## src/rtl/cpu_types_pkg.sv

```systemverilog
// cpu_types_pkg: shared ALU op, opcode/funct constants and issue-control types
package cpu_types_pkg;

    typedef enum logic [3:0] {
        ALU_SLL  = 4'd0,
        ALU_SRL  = 4'd1,
        ALU_ADD  = 4'd2,
        ALU_SUB  = 4'd3,
        ALU_AND  = 4'd4,
        ALU_OR   = 4'd5,
        ALU_XOR  = 4'd6,
        ALU_NOR  = 4'd7,
        ALU_SLT  = 4'd8,
        ALU_SLTU = 4'd9
    } aluop_t;

    localparam logic [5:0] OP_RTYPE = 6'h00;
    localparam logic [5:0] OP_BEQ   = 6'h04;
    localparam logic [5:0] OP_BNE   = 6'h05;
    localparam logic [5:0] OP_ADDI  = 6'h08;
    localparam logic [5:0] OP_ADDIU = 6'h09;
    localparam logic [5:0] OP_SLTI  = 6'h0A;
    localparam logic [5:0] OP_SLTIU = 6'h0B;
    localparam logic [5:0] OP_ANDI  = 6'h0C;
    localparam logic [5:0] OP_ORI   = 6'h0D;
    localparam logic [5:0] OP_XORI  = 6'h0E;
    localparam logic [5:0] OP_LUI   = 6'h0F;

    localparam logic [5:0] FN_SLL  = 6'h00;
    localparam logic [5:0] FN_SRL  = 6'h02;
    localparam logic [5:0] FN_ADD  = 6'h20;
    localparam logic [5:0] FN_ADDU = 6'h21;
    localparam logic [5:0] FN_SUB  = 6'h22;
    localparam logic [5:0] FN_SUBU = 6'h23;
    localparam logic [5:0] FN_AND  = 6'h24;
    localparam logic [5:0] FN_OR   = 6'h25;
    localparam logic [5:0] FN_XOR  = 6'h26;
    localparam logic [5:0] FN_NOR  = 6'h27;
    localparam logic [5:0] FN_SLT  = 6'h2A;
    localparam logic [5:0] FN_SLTU = 6'h2B;

    typedef enum logic [1:0] {
        ST_IDLE = 2'd0,
        ST_EXEC = 2'd1,
        ST_RESP = 2'd2
    } state_t;

    // Everything the issue stage needs to remember about one decoded instruction
    typedef struct packed {
        aluop_t      aluop;
        logic [31:0] a;
        logic [31:0] b;
        logic [4:0]  wsel;
        logic        wen;
        logic        br;
        logic        bne;
        logic        ovf_chk;
        logic        illegal;
    } dec_t;

endpackage

```

## src/rtl/alu_decode.sv

```systemverilog
// alu_decode: combinational MIPS decode to ALU op, operands, destination and illegal flag
module alu_decode
    import cpu_types_pkg::*;
(
    input  logic [31:0] instr,
    input  logic [31:0] rs_data,
    input  logic [31:0] rt_data,
    output dec_t        dec
);

    logic [5:0]  opcode;
    logic [5:0]  funct;
    logic [31:0] imm_s;
    logic [31:0] imm_z;
    logic        unused_rs;

    assign opcode    = instr[31:26];
    assign funct     = instr[5:0];
    assign imm_s     = {{16{instr[15]}}, instr[15:0]};
    assign imm_z     = {16'd0, instr[15:0]};
    assign unused_rs = ^instr[25:21];

    // Decode; illegal encodings collapse to an all-zero record with only illegal set
    always_comb begin
        dec         = '0;
        dec.a       = rs_data;
        dec.b       = rt_data;
        dec.illegal = 1'b0;
        case (opcode)
            OP_RTYPE: begin
                dec.wsel = instr[15:11];
                case (funct)
                    FN_SLL:  begin dec.aluop = ALU_SLL; dec.a = {27'd0, instr[10:6]}; end
                    FN_SRL:  begin dec.aluop = ALU_SRL; dec.a = {27'd0, instr[10:6]}; end
                    FN_ADD:  begin dec.aluop = ALU_ADD; dec.ovf_chk = 1'b1; end
                    FN_ADDU: dec.aluop = ALU_ADD;
                    FN_SUB:  begin dec.aluop = ALU_SUB; dec.ovf_chk = 1'b1; end
                    FN_SUBU: dec.aluop = ALU_SUB;
                    FN_AND:  dec.aluop = ALU_AND;
                    FN_OR:   dec.aluop = ALU_OR;
                    FN_XOR:  dec.aluop = ALU_XOR;
                    FN_NOR:  dec.aluop = ALU_NOR;
                    FN_SLT:  dec.aluop = ALU_SLT;
                    FN_SLTU: dec.aluop = ALU_SLTU;
                    default: dec.illegal = 1'b1;
                endcase
            end
            OP_ADDI:  begin dec.aluop = ALU_ADD;  dec.b = imm_s; dec.wsel = instr[20:16]; dec.ovf_chk = 1'b1; end
            OP_ADDIU: begin dec.aluop = ALU_ADD;  dec.b = imm_s; dec.wsel = instr[20:16]; end
            OP_SLTI:  begin dec.aluop = ALU_SLT;  dec.b = imm_s; dec.wsel = instr[20:16]; end
            OP_SLTIU: begin dec.aluop = ALU_SLTU; dec.b = imm_s; dec.wsel = instr[20:16]; end
            OP_ANDI:  begin dec.aluop = ALU_AND;  dec.b = imm_z; dec.wsel = instr[20:16]; end
            OP_ORI:   begin dec.aluop = ALU_OR;   dec.b = imm_z; dec.wsel = instr[20:16]; end
            OP_XORI:  begin dec.aluop = ALU_XOR;  dec.b = imm_z; dec.wsel = instr[20:16]; end
            OP_LUI:   begin dec.aluop = ALU_SLL;  dec.a = 32'd16; dec.b = imm_z; dec.wsel = instr[20:16]; end
            OP_BEQ, OP_BNE: begin
                dec.aluop = ALU_SUB;
                dec.br    = 1'b1;
                dec.bne   = (opcode == OP_BNE);
            end
            default: dec.illegal = 1'b1;
        endcase
        if (dec.illegal) begin
            dec         = '0;
            dec.illegal = 1'b1;
        end
        dec.wen = |dec.wsel;
    end

endmodule

```

## src/rtl/alu_issue_ctrl.sv

```systemverilog
// alu_issue_ctrl: issues one MIPS ALU instruction to an external ALU and returns its response.
// Build option ALU_OVF_TRAP_EN: trap (and suppress the write of) signed-overflowing ADD/SUB/ADDI.
module alu_issue_ctrl
    import cpu_types_pkg::*;
(
    input  logic        CLK,
    input  logic        nRST,
    input  logic        req_valid,
    output logic        req_ready,
    input  logic [31:0] instr,
    input  logic [31:0] rs_data,
    input  logic [31:0] rt_data,
    output aluop_t      aluop,
    output logic [31:0] port_a,
    output logic [31:0] port_b,
    input  logic [31:0] alu_out,
    input  logic        alu_zero,
    input  logic        alu_negative,
    input  logic        alu_overflow,
    output logic        rsp_valid,
    input  logic        rsp_ready,
    output logic [31:0] rsp_result,
    output logic [4:0]  rsp_wsel,
    output logic        rsp_wen,
    output logic        rsp_branch_taken,
    output logic        rsp_illegal,
    output logic        rsp_ovf_trap
);

    dec_t   dec;
    dec_t   dec_q;
    state_t state;
    state_t state_n;
    logic   accept;
    logic   trap;
    logic   unused_in;

    alu_decode u_decode (
        .instr   (instr),
        .rs_data (rs_data),
        .rt_data (rt_data),
        .dec     (dec)
    );

    assign req_ready = (state == ST_IDLE) | ((state == ST_RESP) & rsp_ready);
    assign accept    = req_valid & req_ready;
    assign rsp_valid = (state == ST_RESP);
    assign aluop     = dec_q.aluop;
    assign port_a    = dec_q.a;
    assign port_b    = dec_q.b;
    assign unused_in = alu_negative ^ alu_overflow ^ dec_q.ovf_chk;

`ifdef ALU_OVF_TRAP_EN
    assign trap = dec_q.ovf_chk & alu_overflow;
`else
    assign trap = 1'b0;
`endif

    // State register
    always_ff @(posedge CLK or negedge nRST) begin
        if (!nRST) state <= ST_IDLE;
        else       state <= state_n;
    end

    // Next state: EXEC always lasts one cycle; RESP holds until the consumer takes it
    always_comb begin
        state_n = (state == ST_EXEC)                ? ST_RESP :
                  accept                            ? ST_EXEC :
                  ((state == ST_RESP) & ~rsp_ready) ? ST_RESP : ST_IDLE;
    end

    // Decoded instruction and ALU operands, held from one accept to the next
    always_ff @(posedge CLK or negedge nRST) begin
        if (!nRST)       dec_q <= '0;
        else if (accept) dec_q <= dec;
    end

    // Response capture in EXEC; untouched in RESP so the outputs stay stable under stall
    always_ff @(posedge CLK or negedge nRST) begin
        if (!nRST) begin
            rsp_result       <= '0;
            rsp_wsel         <= '0;
            rsp_wen          <= 1'b0;
            rsp_branch_taken <= 1'b0;
            rsp_illegal      <= 1'b0;
            rsp_ovf_trap     <= 1'b0;
        end else if (state == ST_EXEC) begin
            rsp_result       <= dec_q.illegal ? 32'd0 : alu_out;
            rsp_wsel         <= dec_q.wsel;
            rsp_wen          <= dec_q.wen & ~trap;
            rsp_branch_taken <= dec_q.br & (alu_zero ^ dec_q.bne);
            rsp_illegal      <= dec_q.illegal;
            rsp_ovf_trap     <= trap;
        end
    end

endmodule

```

## config.mk

```make
export PLATFORM = sky130hd
export DESIGN_NAME = alu_issue_ctrl
export DESIGN_NICKNAME = d
export VERILOG_FILES = /design/src/rtl/cpu_types_pkg.sv /design/src/rtl/alu_decode.sv /design/src/rtl/alu_issue_ctrl.sv
export SDC_FILE = /design/constraint.sdc
export NUM_CORES = 1
export LEC_CHECK = 0
export ABC_AREA = 1
export BUFFER_PORTS_ARGS = -buffer_cell sky130_fd_sc_hd__buf_2
export CORE_MARGIN = 2
export CORE_UTILIZATION = 39
export DETAILED_ROUTE_END_ITERATION = 16
export PLACE_DENSITY = 0.68
export SETUP_SLACK_MARGIN = 0.4
export SLEW_MARGIN = 20
export SYNTH_ARGS = -nofsm -noshare
export SYNTH_HDL_FRONTEND = slang
export SYNTH_SLANG_ARGS = --single-unit
```

## constraint.sdc

```tcl
create_clock -name CLK -period 2.2 [get_ports CLK]
set_clock_uncertainty 0.05 [all_clocks]
set_input_delay 0.22 -clock CLK [delete_from_list [all_inputs] [get_ports CLK]]
set_output_delay 0.22 -clock CLK [all_outputs]
set_load 0.01 [all_outputs]
```

=== Word level (Yosys, flattened, before mapping) ===
Index checks and enable logic that the tools add are counted.

* Bits of input ports: 135
* Register bits after elaboration: 119

* Reduce and logical (&&, ||, !) cells: 15
* Eq/ne operators: 23
* Muxes and demuxes: 16
* Bitwise operators: 7

{| class="wikitable"
|+ Operators by type and width
! kind !! count
|-
| case mux 32 bit (2 select lines) || 2
|-
| two-way mux 78 bit || 1
|-
| two-way mux 32 bit || 2
|-
| equality test 6 bit, second input constant || 10
|-
| equality test 6 x 4 -> 1 bit, second input constant || 8
|-
| case mux 4 bit (9 select lines) || 1
|-
| case mux 4 bit (8 select lines) || 1
|-
| equality test 6 x 3 -> 1 bit, second input constant || 2
|-
| logical NOT 6 bit || 2
|-
| OR reduction 12 bit || 1
|-
| OR reduction 2 bit || 6
|-
| case mux 5 bit (2 select lines) || 1
|-
| OR reduction 10 bit || 1
|-
| two-way mux 2 bit || 4
|-
| OR reduction 4 bit || 2
|-
| OR reduction 8 bit || 1
|-
| equality test 6 x 2 -> 1 bit, second input constant || 1
|-
| OR reduction 5 bit || 1
|-
| AND 1 bit || 4
|-
| case mux 1 bit (2 select lines) || 2
|-
| equality test 2 x 1 -> 1 bit, second input constant || 1
|-
| equality test 2 bit, second input constant || 1
|-
| logical NOT 2 bit || 1
|-
| two-way mux 1 bit || 2
|-
| 3 further kinds || 3
|}

=== Longest topological paths before layout ===
* Depth after elaboration: 6
* Mapped depth: 11

=== Modules after synthesis ===
Synthesis repeated with hierarchy kept, for this count alone.

* Cell total of the unflattened synthesis: 864
* Area, all modules: 6,616.3 um^2

{| class="wikitable"
|+ Modules (own cells, without submodules)
! module !! instances !! area each (um^2) !! cells an instance !! sequential area each (um^2)
|-
| alu_issue_ctrl || 1 || 5,336.4 || 599 || 2,977.9
|-
| alu_decode || 1 || 1,280.0 || 265 || 0.0
|}

=== Least setup slack after synthesis ===
No wires, ideal clock.

* Kind: flip-flop to flip-flop
* From: register state[1]
* To: register dec_q (netlist bit port_b[29])
* Setup time: 0.076 ns
* Data required time: 2.074 ns
* Arrival time: 1.288 ns
* Slack: 0.785 ns
* Path buffers: 2
* Period minus slack after synthesis: 1.415 ns
* Stages on the path, launching flop included: 9
* Cells stage by stage: dfrtp_1 > inv_2 > o21ai_1 > inv_2 > nand2_1 > buf_2 > buf_1 > nand2_1 > o21ai_1

* Cells in the longest elaborated chain, start to end: 4

{| class="wikitable"
|+ Ends and longest elaborated chain
! element !! line !! text
|-
| start, declared || alu_issue_ctrl.sv:32 || <nowiki>state_t state;</nowiki>
|-
| start signal, assigned || alu_issue_ctrl.sv:62 || <nowiki>else state <= state_n;</nowiki>
|-
| equality test 2 bit || alu_issue_ctrl.sv:45 || <nowiki>assign req_ready = (state == ST_IDLE) | ((state == ST_RESP) & rsp_ready);</nowiki>
|-
| AND 1 bit || alu_issue_ctrl.sv:45 ||
|-
| OR 1 bit * || alu_issue_ctrl.sv:45 ||
|-
| net req_ready || alu_issue_ctrl.sv:9 || <nowiki>output logic req_ready,</nowiki>
|-
| AND 1 bit * || alu_issue_ctrl.sv:46 || <nowiki>assign accept = req_valid & req_ready;</nowiki>
|-
| end signal, assigned || alu_issue_ctrl.sv:74 || <nowiki>if (!nRST) dec_q <= '0;</nowiki>
|-
| end signal, assigned || alu_issue_ctrl.sv:75 || <nowiki>else if (accept) dec_q <= dec;</nowiki>
|-
| end, declared || alu_issue_ctrl.sv:31 || <nowiki>dec_t dec_q;</nowiki>
|}

Mark *: on every way through the listed nets, which the timed path passes. The rest lies on a longest branch.
A chain may end at the register's enable or synchronous reset.

=== Worst setup path in the final report ===
* From: register state[1]
* To: register dec_q (netlist bit port_a[1])

* Cells in the longest elaborated chain, start to end: 4

{| class="wikitable"
|+ Ends and longest elaborated chain
! element !! line
|-
| equality test 2 bit || alu_issue_ctrl.sv:45
|-
| AND 1 bit || alu_issue_ctrl.sv:45
|-
| OR 1 bit * || alu_issue_ctrl.sv:45
|-
| AND 1 bit * || alu_issue_ctrl.sv:46
|}

Every way passes the cells marked *; elsewhere a longest branch is shown, timed or not.

==> reports/summary.txt <==
Post-Layout Cell Count -> 1013
Fin. max-slew vios -> 0
Number of enable-type register cells in the synthesized netlist -> 0
Yosys warnings -> 0
Clock tree from TritonCTS -> built
Static leakage power -> 4.15 nW
Final setup vio count -> 0
Hold Violations, Final -> 0
RR Startpoint -> state[1]$_DFF_PN0_
Placed inst area -> 6540 µm²
Total iterations of the first detailed-routing run -> 4
Setup repair after global routing missed its margin -> no
Commonest cells after routing, fill and taps aside -> sky130_fd_sc_hd__buf_2, sky130_fd_sc_hd__nand2_1, sky130_fd_sc_hd__dfrtp_1
Maximum clock rate -> 624 MHz
Smallest hold slack -> 0.0155 ns
Required time worst endpoint -> 2.44 ns
Tcrit/Tclk final -> 72.9%
Cells traversed along the worst timing path -> inv_2 > o21ai_1 > inv_2 > nand2_2 > inv_2 > nand2_2 > buf_12 > o21ai_0
Outcome -> completed
Total routing usage reported by global routing -> 20.0%
Fraction of final layout cells sized beyond drive strength 1 -> 37.1%
CTS Root Cell -> sky130_fd_sc_hd__clkbuf_16
Pin count of the biggest net entering global routing -> 76
Destination of the worst register-to-register timing path -> port_a[1]$_DFFE_PN0P_
Starting density of the core -> 40.4%
Cell Pwr Density -> 885 nW/µm²
Aggregate routed wire length -> 15200 µm
Capturing instance or port of the critical path -> port_a[1]$_DFFE_PN0P_
Wire length of the first global-routing pass -> 24600 µm
Routed via count -> 4820
Seq/Total Area, Yosys -> 52.7%
# IOs -> 246
Number of placed instances, taps included -> 946
Site Rows -> 43
Floorplan die height -> 124 µm
Number of DRC violations after detailed-routing iteration 0 -> 279
HPWL reported at the end of detailed placement -> 10500 µm
Number of buffers inserted during clock tree synthesis -> 17
Clock latency on the worst-skew pair -> 0.41 ns
Slowest cell on the critical path -> sky130_fd_sc_hd__dfrtp_1
Peak VDD IR -> 440 µV
Initial antenna violation count -> 0
Type of origin of the critical path -> flop
Top_reg_cell synth -> sky130_fd_sc_hd__dfrtp_1
Placeable Area -> 14000 µm²
DR DRC count -> 0
Max_cap viols -> 0
Count of filler cells inserted in the layout -> 1302
Number of nets produced by synthesis -> 752
Share of async-settable or async-resettable flops after synthesis -> 100%
H-tree depth -> 4
DIE WIDTH -> 124 µm
Classification of the worst-slack hold path -> in -> reg
Via count of the first global-routing pass -> 4782
Die area -> 15500 µm²
Critical Setup Path Class -> reg -> reg
Routed length per placed instance -> 15.0 µm
Post-route standard cell area excluding fillers -> 7540 µm²
Final GP Congestion -> 0.813
Post-synth design cell area -> 5650 µm²
Area of the multi-input gates -> 1890 µm²
R2r worst-path depth -> 8
Number of nets in the final layout -> 955
Global-route congestion overflow total -> 0
Reg-to-reg setup timing slack -> 0.60 ns
Clock edge transition at the registers on the reported setup and hold paths -> 0.06 ns
Count of antenna-violating nets left after detailed routing -> 0
Antenna Diode Count -> 0
Buffer levels on the longest clock path -> 2
Accumulated negative setup slack -> 0 ns
Most frequent standard cell in the layout excluding fill and tap cells -> sky130_fd_sc_hd__buf_2
Count of cell types in the netlist -> 35
Min Tclk post-route -> 1.60 ns
Type of element capturing the critical path -> flop
Number of clock sinks -> 119
Layout overhead on the synthesized area -> 33.5%
Mapped Avg Cell Area -> 9.15 µm²
Synthesized netlist cell count -> 617
Number of vias per cell after detailed routing -> 4.76
Port-buffer cells -> 237
Storage element area -> 2980 µm²
Most frequent cell on the critical path -> sky130_fd_sc_hd__inv_2
Slowest Stage Delay on Critical Path -> 0.37 ns
Flops & latches, synth -> 119
Biggest fanout along the worst timing path -> 36
Crit path from -> state[1]$_DFF_PN0_
Signal arrival time at the worst endpoint -> 1.84 ns
==> report_power, final <==
group          leakage (nW)  switching, mW  internal, mW
logic                  2.22          0.636         0.503
registers              1.61          0.132          2.45
clock network         0.315          0.962          1.99
total                  4.15           1.73          4.94
==> how the worst min path moves through the flow <==
stage	from	endpoint	slack, ns	cells past startpoint
2_1_floorplan	nRST	aluop[0]$_DFFE_PN0P_	-0.13	0
3_3_place_gp	nRST	rsp_result[26]$_DFFE_PN0N_	0.17	1
3_5_place_dp	nRST	rsp_result[28]$_DFFE_PN0N_	0.16	1
4_1_cts	rt_data[22]	port_b[22]$_DFFE_PN0P_	0.002	3
5_1_grt	rs_data[16]	port_a[16]$_DFFE_PN0P_	0.01	3
6_report	rt_data[27]	port_b[27]$_DFFE_PN0P_	0.02	3
==> synthesized netlist by cell type, types with 3 or more instances <==
master                     instances  area, µm²
sky130_fd_sc_hd__buf_4            70        526
sky130_fd_sc_hd__dfrtp_1         119       2980
sky130_fd_sc_hd__nand2_1         157        589
sky130_fd_sc_hd__a22o_1           32        280
sky130_fd_sc_hd__o21ai_1          19       95.1
sky130_fd_sc_hd__inv_1            24       90.1
sky130_fd_sc_hd__nor2_2            5       31.3
sky130_fd_sc_hd__clkbuf_1         10       37.5
sky130_fd_sc_hd__buf_2            14       70.1
sky130_fd_sc_hd__mux2i_1           9       90.1
sky130_fd_sc_hd__o21ai_2          10       87.6
sky130_fd_sc_hd__buf_6             3       33.8
sky130_fd_sc_hd__inv_2             7       26.3
sky130_fd_sc_hd__a21oi_1           5       25.0
sky130_fd_sc_hd__nand3_1          16       80.1
sky130_fd_sc_hd__o21ai_0          68        340
sky130_fd_sc_hd__nor2_1           28        105
==> state kept, by name, summed over array words and instances, names as in the netlist <==
| name | cells |
|---|---|
| port_b | 32 |
| state | 2 |
| rsp_wsel | 5 |
| rsp_wen | 1 |
| port_a | 32 |
| rsp_result | 32 |
| aluop | 4 |
| dec_q | 9 |
| rsp_illegal | 1 |
| rsp_branch_taken | 1 |
==> worst max-delay path, delay by kind of cell (launching register included) <==
kind / cells / cell delay, ns
compound gates: 2 / 0.26
flops: 1 / 0.37
buf+inv: 4 / 0.41
simple gates: 2 / 0.38
==> per-layer routing <==
| metal | up-vias | share of wire, % | wire [µm] | global-route usage (%) |
|---|---|---|---|---|
| li1 | 2372 | - | - | - |
| met2 | 152 | 47 | 7200 | 32.2 |
| met5 | - | 0 | 0 | 0 |
| met3 | 29 | 5.8 | 886 | 5.50 |
| met1 | 2267 | 44 | 6770 | 26.0 |
| met4 | 0 | 2.5 | 376 | 7.34 |
==> metrics by stage <==
step                util (%)  total power, mW  setup WS [ns]
global route            53.9             6.97          0.442
global placement        46.8             3.69          0.324
detailed placement      46.8             3.71          0.265
CTS                     53.8             6.73          0.515
finish                  53.9             6.67          0.596
floorplan                  -             3.30          0.785
==> cell families after synthesis <==
family / synth area share, %
buffers and inverters: 14.1
other: 0.0664
AOI/OAI and AO/OA: 15.6
xor gates and xnor gates: 0.155
and+or+nand+nor: 15.7
muxes: 1.60
DFF: 52.7
==> layout make-up <==
cell class / instances / share of cell area (%)
well taps: 180 / 2.99
clock buffers: 25 / 6.97
flip-flops and latches: 119 / 39.5
multi-input cells: 367 / 25.1
inverters: 32 / 1.59
clock inverters: 7 / 1.49
repair buffers: 283 / 22.3
==> timing repair <==
action | in CTS | in global routing
hold buffers | 35 | 0
endpoints found under the setup margin | 0 | 14
buffers inserted | 0 | 0
hold endpoints to repair | 68 | 0
resized for setup | 0 | 1
Note: power is estimated with default switching activity, not from simulation.
